**config.mk**
```make
export PLATFORM = sky130hd
export DESIGN_NAME = gpr_write_arbiter
export DESIGN_NICKNAME = d
export VERILOG_FILES = /design/src/rtl/gpr_pkg.sv /design/src/rtl/rr_priority_pick.sv /design/src/rtl/gpr_write_arbiter.sv
export SDC_FILE = /design/constraint.sdc
export NUM_CORES = 1
export LEC_CHECK = 0
export CAP_MARGIN = 20
export CORE_UTILIZATION = 40
export DETAILED_ROUTE_END_ITERATION = 10
export PLACE_DENSITY_LB_ADDON = 0.2
export SYNTH_ARGS = -nofsm -noshare
export SYNTH_HDL_FRONTEND = slang
export SYNTH_HIERARCHICAL = 1
export SYNTH_SLANG_ARGS = --single-unit
export TNS_END_PERCENT = 50
```
**constraint.sdc**
```tcl
create_clock -name clk -period 6.1 [get_ports clk]
set_input_delay 1.22 -clock clk [delete_from_list [all_inputs] [get_ports clk]]
set_output_delay 1.22 -clock clk [all_outputs]
set_load 0.005 [all_outputs]
```
**src/rtl/gpr_pkg.sv**
```systemverilog
// rtl/gpr_pkg.sv - shared constants and state encoding for the register-bank write path
package gpr_pkg;
    localparam int GPR_DATA_WIDTH = 8;
    localparam int GPR_ADDR_WIDTH = 5;
    localparam int GPR_COUNT      = 32;

    localparam int REQ_ALU = 0;
    localparam int REQ_LSU = 1;
    localparam int REQ_IO  = 2;

    typedef enum logic {
        ARB    = 1'b0,
        LOCKED = 1'b1
    } arb_state_e;
endpackage

```
**src/rtl/rr_priority_pick.sv**
```systemverilog
// rtl/rr_priority_pick.sv - combinational round-robin winner select from a request mask and pointer
module rr_priority_pick #(
    parameter int N  = 3,
    parameter int IW = (N > 1) ? $clog2(N) : 1
) (
    input  logic [N-1:0]  mask_i,
    input  logic [IW-1:0] ptr_i,
    output logic          valid_o,
    output logic [IW-1:0] idx_o
);
    always_comb begin
        int j;
        valid_o = 1'b0;
        idx_o   = '0;
        j       = 0;
        // Scan farthest offset first so the nearest hit at/after the pointer wins last.
        for (int k = N - 1; k >= 0; k--) begin
            j = (int'(ptr_i) + k) % N;
            if (mask_i[j]) begin
                valid_o = 1'b1;
                idx_o   = IW'(j);
            end
        end
    end
endmodule

```
**src/rtl/gpr_write_arbiter.sv**
```systemverilog
// rtl/gpr_write_arbiter.sv - round-robin lockable arbiter for the GPR bank write port; GPR_WRITE_FWD_EN adds forwarding outputs
module gpr_write_arbiter
    import gpr_pkg::*;
#(
    parameter int NUM_REQ    = 3,
    parameter int DATA_WIDTH = GPR_DATA_WIDTH,
    parameter int ADDR_WIDTH = GPR_ADDR_WIDTH,
    parameter int LOCK_MAX   = 2
) (
    input  logic                             clk,
    input  logic                             clr_n,
    input  logic [NUM_REQ-1:0]               req,
    input  logic [NUM_REQ-1:0]               req_lock,
    input  logic [NUM_REQ*ADDR_WIDTH-1:0]    req_addr,
    input  logic [NUM_REQ*DATA_WIDTH-1:0]    req_data,
    output logic [NUM_REQ-1:0]               gnt,
    output logic [(2**ADDR_WIDTH)-1:0]       wr_en,
    output logic [DATA_WIDTH-1:0]            wr_data,
`ifdef GPR_WRITE_FWD_EN
    output logic                             fwd_valid,
    output logic [ADDR_WIDTH-1:0]            fwd_addr,
    output logic [DATA_WIDTH-1:0]            fwd_data,
`endif
    output logic                             busy
);
    localparam int IW   = (NUM_REQ > 1) ? $clog2(NUM_REQ) : 1;
    localparam int CW   = $clog2(LOCK_MAX + 1);
    localparam int NREG = 2 ** ADDR_WIDTH;

    arb_state_e              state_q, state_d;
    logic [IW-1:0]           ptr_q, ptr_d;
    logic [IW-1:0]           owner_q, owner_d;
    logic [CW-1:0]           cnt_q, cnt_d;
    logic [NUM_REQ-1:0]      gnt_q, gnt_d;
    logic [NREG-1:0]         wr_en_q, wr_en_d;
    logic [DATA_WIDTH-1:0]   wr_data_q, wr_data_d;
`ifdef GPR_WRITE_FWD_EN
    logic [ADDR_WIDTH-1:0]   addr_q, addr_d;
`endif

    logic [NUM_REQ-1:0]      eligible;
    logic                    pick_valid;
    logic [IW-1:0]           pick_idx;
    logic                    grant;
    logic [IW-1:0]           sel;

    // The requester holding this cycle's grant must renew req before it can win again.
    assign eligible = req & ~gnt_q;

    rr_priority_pick #(
        .N  (NUM_REQ),
        .IW (IW)
    ) u_pick (
        .mask_i  (eligible),
        .ptr_i   (ptr_q),
        .valid_o (pick_valid),
        .idx_o   (pick_idx)
    );

    always_comb begin
        state_d   = state_q;
        ptr_d     = ptr_q;
        owner_d   = owner_q;
        cnt_d     = cnt_q;
        gnt_d     = '0;
        wr_en_d   = '0;
        wr_data_d = wr_data_q;
        grant     = 1'b0;
        sel       = pick_idx;
`ifdef GPR_WRITE_FWD_EN
        addr_d    = addr_q;
`endif
        case (state_q)
            ARB: begin
                if (pick_valid) begin
                    grant   = 1'b1;
                    owner_d = pick_idx;
                    ptr_d   = (pick_idx == IW'(NUM_REQ - 1)) ? '0 : pick_idx + 1'b1;
                    if (req_lock[pick_idx] && (LOCK_MAX > 1)) begin
                        state_d = LOCKED;
                        cnt_d   = CW'(1);
                    end
                end
            end
            LOCKED: begin
                if (req[owner_q]) begin
                    grant = 1'b1;
                    sel   = owner_q;
                    cnt_d = cnt_q + 1'b1;
                    if (!req_lock[owner_q] || (int'(cnt_q) + 1 >= LOCK_MAX)) begin
                        state_d = ARB;
                    end
                end else begin
                    state_d = ARB;
                end
            end
            default: state_d = ARB;
        endcase

        if (grant) begin
            gnt_d[sel] = 1'b1;
            wr_data_d  = req_data[sel*DATA_WIDTH +: DATA_WIDTH];
            wr_en_d[req_addr[sel*ADDR_WIDTH +: ADDR_WIDTH]] = 1'b1;
`ifdef GPR_WRITE_FWD_EN
            addr_d     = req_addr[sel*ADDR_WIDTH +: ADDR_WIDTH];
`endif
        end
    end

    always_ff @(posedge clk or negedge clr_n) begin
        if (!clr_n) begin
            state_q   <= ARB;
            ptr_q     <= '0;
            owner_q   <= '0;
            cnt_q     <= '0;
            gnt_q     <= '0;
            wr_en_q   <= '0;
            wr_data_q <= '0;
`ifdef GPR_WRITE_FWD_EN
            addr_q    <= '0;
`endif
        end else begin
            state_q   <= state_d;
            ptr_q     <= ptr_d;
            owner_q   <= owner_d;
            cnt_q     <= cnt_d;
            gnt_q     <= gnt_d;
            wr_en_q   <= wr_en_d;
            wr_data_q <= wr_data_d;
`ifdef GPR_WRITE_FWD_EN
            addr_q    <= addr_d;
`endif
        end
    end

    assign gnt     = gnt_q;
    assign wr_en   = wr_en_q;
    assign wr_data = wr_data_q;
    assign busy    = (state_q == LOCKED);

`ifdef GPR_WRITE_FWD_EN
    assign fwd_valid = |gnt_q;
    assign fwd_addr  = fwd_valid ? addr_q : '0;
    assign fwd_data  = fwd_valid ? wr_data_q : '0;
`endif
endmodule

```
==> results.py, run 1 <==
metrics = {
    "hold_path": {
        "whs_endpoint": "wr_data[1]$_DFFE_PN0P_",
        "hp-start": "wr_data[1]$_DFFE_PN0P_",
        "min_path_cells": 2,
        "hold_path.class": "reg2reg",
    },
    "yosys": {
        "yosysWarnings": 6,
        "netlist_area_um2": 2550,
        "synth_top_area_share_pct": 49.1,
        "syn_area_per_cell_um2": 9.99,
        "synth_nets": 306,
        "synth_top_area_cell": "dfrtp_1",
        "syn_inst": 255,
        "synth-edff-count": 0,
        "synth_top_cells_by_count": "nor2_1 (55), dfrtp_1 (50), mux2_2 (11), nand2_1 (11), o21ai_0 (11)",
        "yosysMostFrequentCell": "nor2_1",
        "ys_ff_latch": 50,
        "synthFlopType": "dfrtp_1",
        "yosys.cell_types.count": 48,
        "synthTopCellsByArea": "dfrtp_1 (49%), nor2_1 (8.1%), mux2_2 (4.9%), mux2i_1 (3.5%), a221oi_1 (2.7%)",
        "synth-async-reset-ratio_pct": 100,
        "seq_area_frac_synth_pct": 49.1,
    },
    "die": {
        "io_pins": 91,
        "start_util_pct": 42.3,
        "die_x_um": 81.8,
        "rows": 28,
        "die_height_um": 81.8,
        "core_area_um2": 6030,
        "dieArea_um2": 6700,
    },
    "routing": {
        "drt_iter0_drc": 153,
        "num_vias": 2263,
        "wl_per_cell_um": 15.1,
        "ant_nets": 0,
        "drc": 0,
        "avgViaCountPerCell": 5.35,
        "firstDrtPassIters": 4,
        "wirelength_mm": 6.40,
    },
    "placed_design": {
        "dp_slack_ns": 1.29,
        "dp_hpwl_mm": 4.76,
        "place_inst": 414,
        "portBuffers": 90,
        "gp_congestion": 0.826,
    },
    "timing": {
        "timing.fmax_ghz": 0.221,
        "rsz0062_at_grt": "false",
        "skew_ns": 0.00414,
        "hold_violations": 0,
        "post-route-min-period_ns": 4.52,
        "finalSetupViolCount": 0,
        "finalSetupTns_ns": 0,
        "max-slew-margin-rel_pct": 47.5,
        "setup_slack_ns": 1.58,
        "worst-slew-pin-transition_ns": 0.785,
        "timing.final.crit_share_pct": 74.2,
        "drv_slew": 0,
    },
    "clock_network": {
        "clock_path_buffers": 2,
        "hold_buffers": 0,
        "cts_resized": 0,
        "numCtsBuffers": 5,
        "cts_tree": "done",
        "cts_max_level": 2,
        "root_buffer": "clkbuf_8",
        "clock_latency_ns": 0.31,
        "clk_pin_slew_ns": 0.10,
        "clkSinkCount": 50,
        "cts_setup_buffers": 0,
    },
    "setup_path": {
        "r2r_end": "wr_en[6]$_DFF_PN0_",
        "path_buf_inv": 2,
        "start_kind": "input port",
        "cp-end-kind": "register",
        "crit_chain": "clkdlybuf4s50_1 > nor2b_1 > mux2i_1 > o221ai_1 > o311ai_0 > buf_4 > mux2_2 > a31o_2 > nor2_4 > mux2i_1 > o211ai_1 > nor2_1",
        "critPathMaxStageDelay_ns": 0.67,
        "criticalPathCategory": "in2reg",
        "worstRegToRegCells": 12,
        "critical_path.top_delay_family": "compound AO/OA/AOI/OAI gates",
        "crit_arrival_ns": 4.70,
        "reg2reg_from": "ptr_q[1]$_DFFE_PN0P_",
        "crit_path_top_delay_cell": "o211ai_1",
        "cp_max_fo": 14,
        "crit_top_cell": "mux2i_1",
        "r2r_slack_ns": 2.56,
        "required_ns": 6.27,
    },
    "cells_and_area": {
        "fin_cells": 423,
        "nets": 398,
        "fillers": 543,
        "multi_input_area_um2": 1210,
        "regArea_um2": 1250,
        "area_growth_pct": 42.5,
        "diodes": 0,
        "drive_above_1_share_pct": 9.20,
    },
    "global_routing": {
        "grt_max_degree": 51,
        "grtUsageTotal_pct": 21.2,
        "antenna_found_initial": 0,
        "grt_pass1_wl_mm": 10.6,
        "grt_pass1_vias": 2168,
        "grt_overflow": 0,
    },
    "power_and_ir_drop": {
        "max-vdd-ir-drop_mv": 0.243,
        "p_per_area_nw_per_um2": 467,
        "p_leak_nw": 1.54,
    },
    "run_status": {
        "status": "finished clean",
    },
    "job": {
        "cap_violations": 0,
    },
}
-- metrics by stage --
stage / total power [W] / utilization, % / hold slack [ns] / area (µm²)
2_1_floorplan: 0.00114 / - / 0.466 / 2550
3_3_place_gp: 0.00147 / 58.3 / 0.484 / 3510
3_5_place_dp: 0.00149 / 58.3 / 0.488 / 3510
4_1_cts: 0.00170 / 59.9 / 0.524 / 3610
5_1_grt: 0.00184 / 60.3 / 0.553 / 3630
6_report: 0.00170 / 60.3 / 0.514 / 3630
-- cell families after synthesis --
kind of cell	Yosys count	synth area share [%]
buffers and inverters	18	3.29
adder cells (fa/ha/maj)	4	1.96
AND/OR/NAND/NOR	102	19.7
flip-flops	50	49.1
multiplexers	20	8.39
AO/OA/AOI/OAI	61	17.6
-- worst reg2reg max path, stage by stage, from the launching register on --
cell	delay, ns
dfrtp_1	0.43
inv_1	0.07
ha_1	0.36
mux2i_1	0.13
o221ai_1	0.23
o311ai_0	0.14
buf_4	0.19
mux2_2	0.27
a31o_2	0.29
nor2_4	0.32
mux2i_1	0.18
o211ai_1	0.67
nor2_1	0.13
-- cell type report --
class,instances,share of cell area (%)
Timing Repair Buffer,95,26.0
Inverter,8,0.827
Clock buffer,5,1.89
Clock inverter,3,0.792
Sequential cell,50,34.4
Tap cell,75,2.58
Multi-Input combinational cell,187,33.4
-- worst max-delay path by stage --
stage / startpoint / to / slack [ns] / cells past startpoint
final: req[1] / wr_en[6]$_DFF_PN0_ / 1.58 / 12
after global routing: req[1] / wr_en[19]$_DFF_PN0_ / 1.26 / 12
after CTS: req[1] / wr_en[6]$_DFF_PN0_ / 1.55 / 12
after detailed placement: req[1] / wr_en[6]$_DFF_PN0_ / 1.29 / 12
after global placement: req[1] / wr_en[19]$_DFF_PN0_ / 1.40 / 12
after floorplan: req[1] / wr_data[0]$_DFFE_PN0P_ / 2.37 / 12
-- report_power, final --
group	internal (W)	switching, W
Clock	0.0000852	0.000123
Combinational	0.000466	0.000537
Sequential	0.000428	0.0000582
-- state kept, by name, indices dropped and copies added (netlist names) --
register / flops
cnt_q: 2
busy: 1
wr_en: 32
ptr_q: 2
gnt: 3
wr_data: 8
owner_q: 2
-- routing by layer --
layer  share of wire (%)  global-route usage [%]  routed length, µm  up-vias
li1                    -                       -                  -     1102
met1                  45                    28.2               2870     1070
met2                  46                    32.9               2940       83
met3                 8.1                    6.67                519        8
met4                 1.2                    6.32                 76        0
met5                   0                       0                  0        -
-- cell usage in the layout (no fill, tap or decap), types with 3 or more instances in the layout --
cell,synthesis,routed
clkdlybuf4s50_1,0,89
nor2_1,55,55
dfrtp_1,50,50
mux2_2,11,11
o21ai_0,11,11
nand2_1,11,11
nor2b_1,9,9
mux2i_1,9,9
o211ai_1,9,9
inv_1,8,8
a221oi_1,8,8
nand3_1,6,6
clkbuf_8,0,5
nand2b_1,4,4
a31oi_1,4,4
and3_1,4,4
ha_1,4,4
buf_4,1,4
a31o_2,3,3
a21oi_1,3,3
o22ai_1,3,3
a21boi_0,3,3
Power figures use the tool's default switching activity.
==> inputs of run 2 (changes only) <==
Clock period 6.1 ns to 4.6 ns, I/O delays scaled along.
==> results.py, run 2 (same netlist as run 1, synthesis figures left out) <==
metrics = {
    "timing": {
        "finalSetupViolCount": 0,
        "finalSetupTns_ns": 0,
        "worst-slew-pin-transition_ns": 0.780,
        "rsz0062_at_grt": "false",
        "timing.fmax_ghz": 0.256,
        "timing.final.crit_share_pct": 85.0,
        "setup_slack_ns": 0.692,
        "max-slew-margin-rel_pct": 47.6,
        "hold-worst-slack_ns": 0.454,
        "drv_slew": 0,
        "hold_violations": 0,
        "post-route-min-period_ns": 3.91,
        "skew_ns": 0.00471,
    },
    "setup_path": {
        "crit_arrival_ns": 4.09,
        "path_buf_inv": 3,
        "cp-end-kind": "register",
        "reg2reg_from": "ptr_q[0]$_DFFE_PN0P_",
        "start_kind": "input port",
        "required_ns": 4.78,
        "criticalPathCategory": "in2reg",
        "r2r_slack_ns": 1.30,
        "critical_path.top_delay_family": "compound AO/OA/AOI/OAI gates",
        "crit_path_top_delay_cell": "clkdlybuf4s50_1",
        "r2r_end": "wr_en[5]$_DFF_PN0_",
        "crit_chain": "clkdlybuf4s50_1 > nor2b_1 > mux2i_1 > o221ai_1 > o311ai_0 > buf_4 > mux2_2 > a31o_2 > nor2_4 > mux2i_1 > buf_4 > a211o_1 > nor2_1",
        "worstRegToRegCells": 10,
        "critPathMaxStageDelay_ns": 0.55,
        "cp_max_fo": 9,
    },
    "clock_network": {
        "cts_setup_buffers": 0,
        "cts_tree": "done",
        "clock_latency_ns": 0.30,
        "clkSinkCount": 50,
        "clock_path_buffers": 2,
        "numCtsBuffers": 5,
        "clk_pin_slew_ns": 0.09,
        "cts_resized": 0,
        "hold_buffers": 0,
        "root_buffer": "clkbuf_8",
        "cts_max_level": 2,
    },
    "power_and_ir_drop": {
        "p_per_area_nw_per_um2": 630,
        "p_leak_nw": 1.57,
        "max-vdd-ir-drop_mv": 0.314,
        "p_sw_w": 0.000957,
        "p_clk_share_pct": 11.9,
        "switching_share_pct": 41.2,
        "combPwrFrac_pct": 60.4,
        "p_seq_share_pct": 27.7,
        "intPower_w": 0.00136,
    },
    "cells_and_area": {
        "diodes": 0,
        "largest_reg_flops": 32,
        "drive_above_1_share_pct": 10.5,
        "post-route-util_pct": 61.2,
        "nets": 403,
        "final_cell_mix": "clkdlybuf4s50_1 (89), nor2_1 (55), dfrtp_1 (50)",
        "layout.cells.most_common": "clkdlybuf4s50_1",
        "fillers": 524,
        "area_growth_pct": 44.6,
    },
    "routing": {
        "num_vias": 2304,
        "ant_nets": 0,
        "firstDrtPassIters": 4,
        "wirelength_mm": 6.49,
        "wl_per_cell_um": 15.2,
        "avgViaCountPerCell": 5.38,
        "drc": 0,
        "drt_iter0_drc": 164,
    },
    "global_routing": {
        "grt_overflow": 0,
        "grt_pass1_vias": 2329,
        "antenna_found_initial": 0,
        "grt_pass1_wl_mm": 10.8,
        "grt_max_degree": 51,
        "grtUsageTotal_pct": 21.3,
    },
    "die": {
        "core_area_um2": 6030,
        "rows": 28,
        "die_height_um": 81.8,
        "io_pins": 91,
        "start_util_pct": 42.3,
        "dieArea_um2": 6700,
        "die_x_um": 81.8,
    },
    "placed_design": {
        "gp_congestion": 0.831,
        "dp_hpwl_mm": 4.88,
        "portBuffers": 90,
        "dp_slack_ns": 0.381,
    },
    "run_status": {
        "status": "finished clean",
    },
    "job": {
        "cap_violations": 0,
    },
    "hold_path": {
        "hold_path.class": "in2async",
    },
}
## run 2: cell types whose count changed in the layout (fill, tap and decap cells not counted), sizes merged
cell,previous run,this run
buf,6,11
clkbuf,5,6
inv,9,8
## run 2: stage by stage
step	cell area, µm²	cells	total power (W)
6_report	3680	428	0.00232
2_1_floorplan	2550	255	0.00151
3_3_place_gp	3560	419	0.00203
5_1_grt	3680	428	0.00253
4_1_cts	3660	427	0.00234
3_5_place_dp	3560	419	0.00205
## run 2: worst max path at each step
stage | startpoint | endpoint | slack [ns] | depth (start not counted)
5_1_grt | req[1] | wr_data[2]$_DFFE_PN0P_ | 0.51 | 13
3_5_place_dp | req[1] | wr_en[9]$_DFF_PN0_ | 0.38 | 13
2_1_floorplan | req[1] | wr_data[0]$_DFFE_PN0P_ | 1.17 | 12
6_report | req[1] | wr_en[9]$_DFF_PN0_ | 0.69 | 13
3_3_place_gp | req[1] | wr_en[25]$_DFF_PN0_ | 0.48 | 13
4_1_cts | req[1] | wr_en[17]$_DFF_PN0_ | 0.70 | 12
## run 2: final cells by class
class	count	area, µm²	share of cell area, %
Multi-Input combinational cell	187	1210	32.9
Clock buffer	6	82.6	2.24
Tap cell	75	93.8	2.55
Sequential cell	50	1250	34.0
Timing Repair Buffer	100	996	27.0
Clock inverter	2	17.5	0.475
Inverter	8	30.0	0.815
## run 2: power groups by stage
| stage | clock [W] | combinational [W] | sequential, W |
|---|---|---|---|
| 2_1_floorplan | 0 | 0.000872 | 0.000640 |
| 3_3_place_gp | 0 | 0.00138 | 0.000650 |
| 3_5_place_dp | 0 | 0.00140 | 0.000653 |
| 4_1_cts | 0.000283 | 0.00141 | 0.000644 |
| 5_1_grt | 0.000302 | 0.00156 | 0.000661 |
| 6_report | 0.000277 | 0.00140 | 0.000642 |
## run 2: routing by layer
layer / wire length (µm) / GRT usage [%]
met5: 0 / 0
met4: 68 / 6.32
met3: 499 / 7.00
met2: 3180 / 34.9
met1: 2750 / 26.6
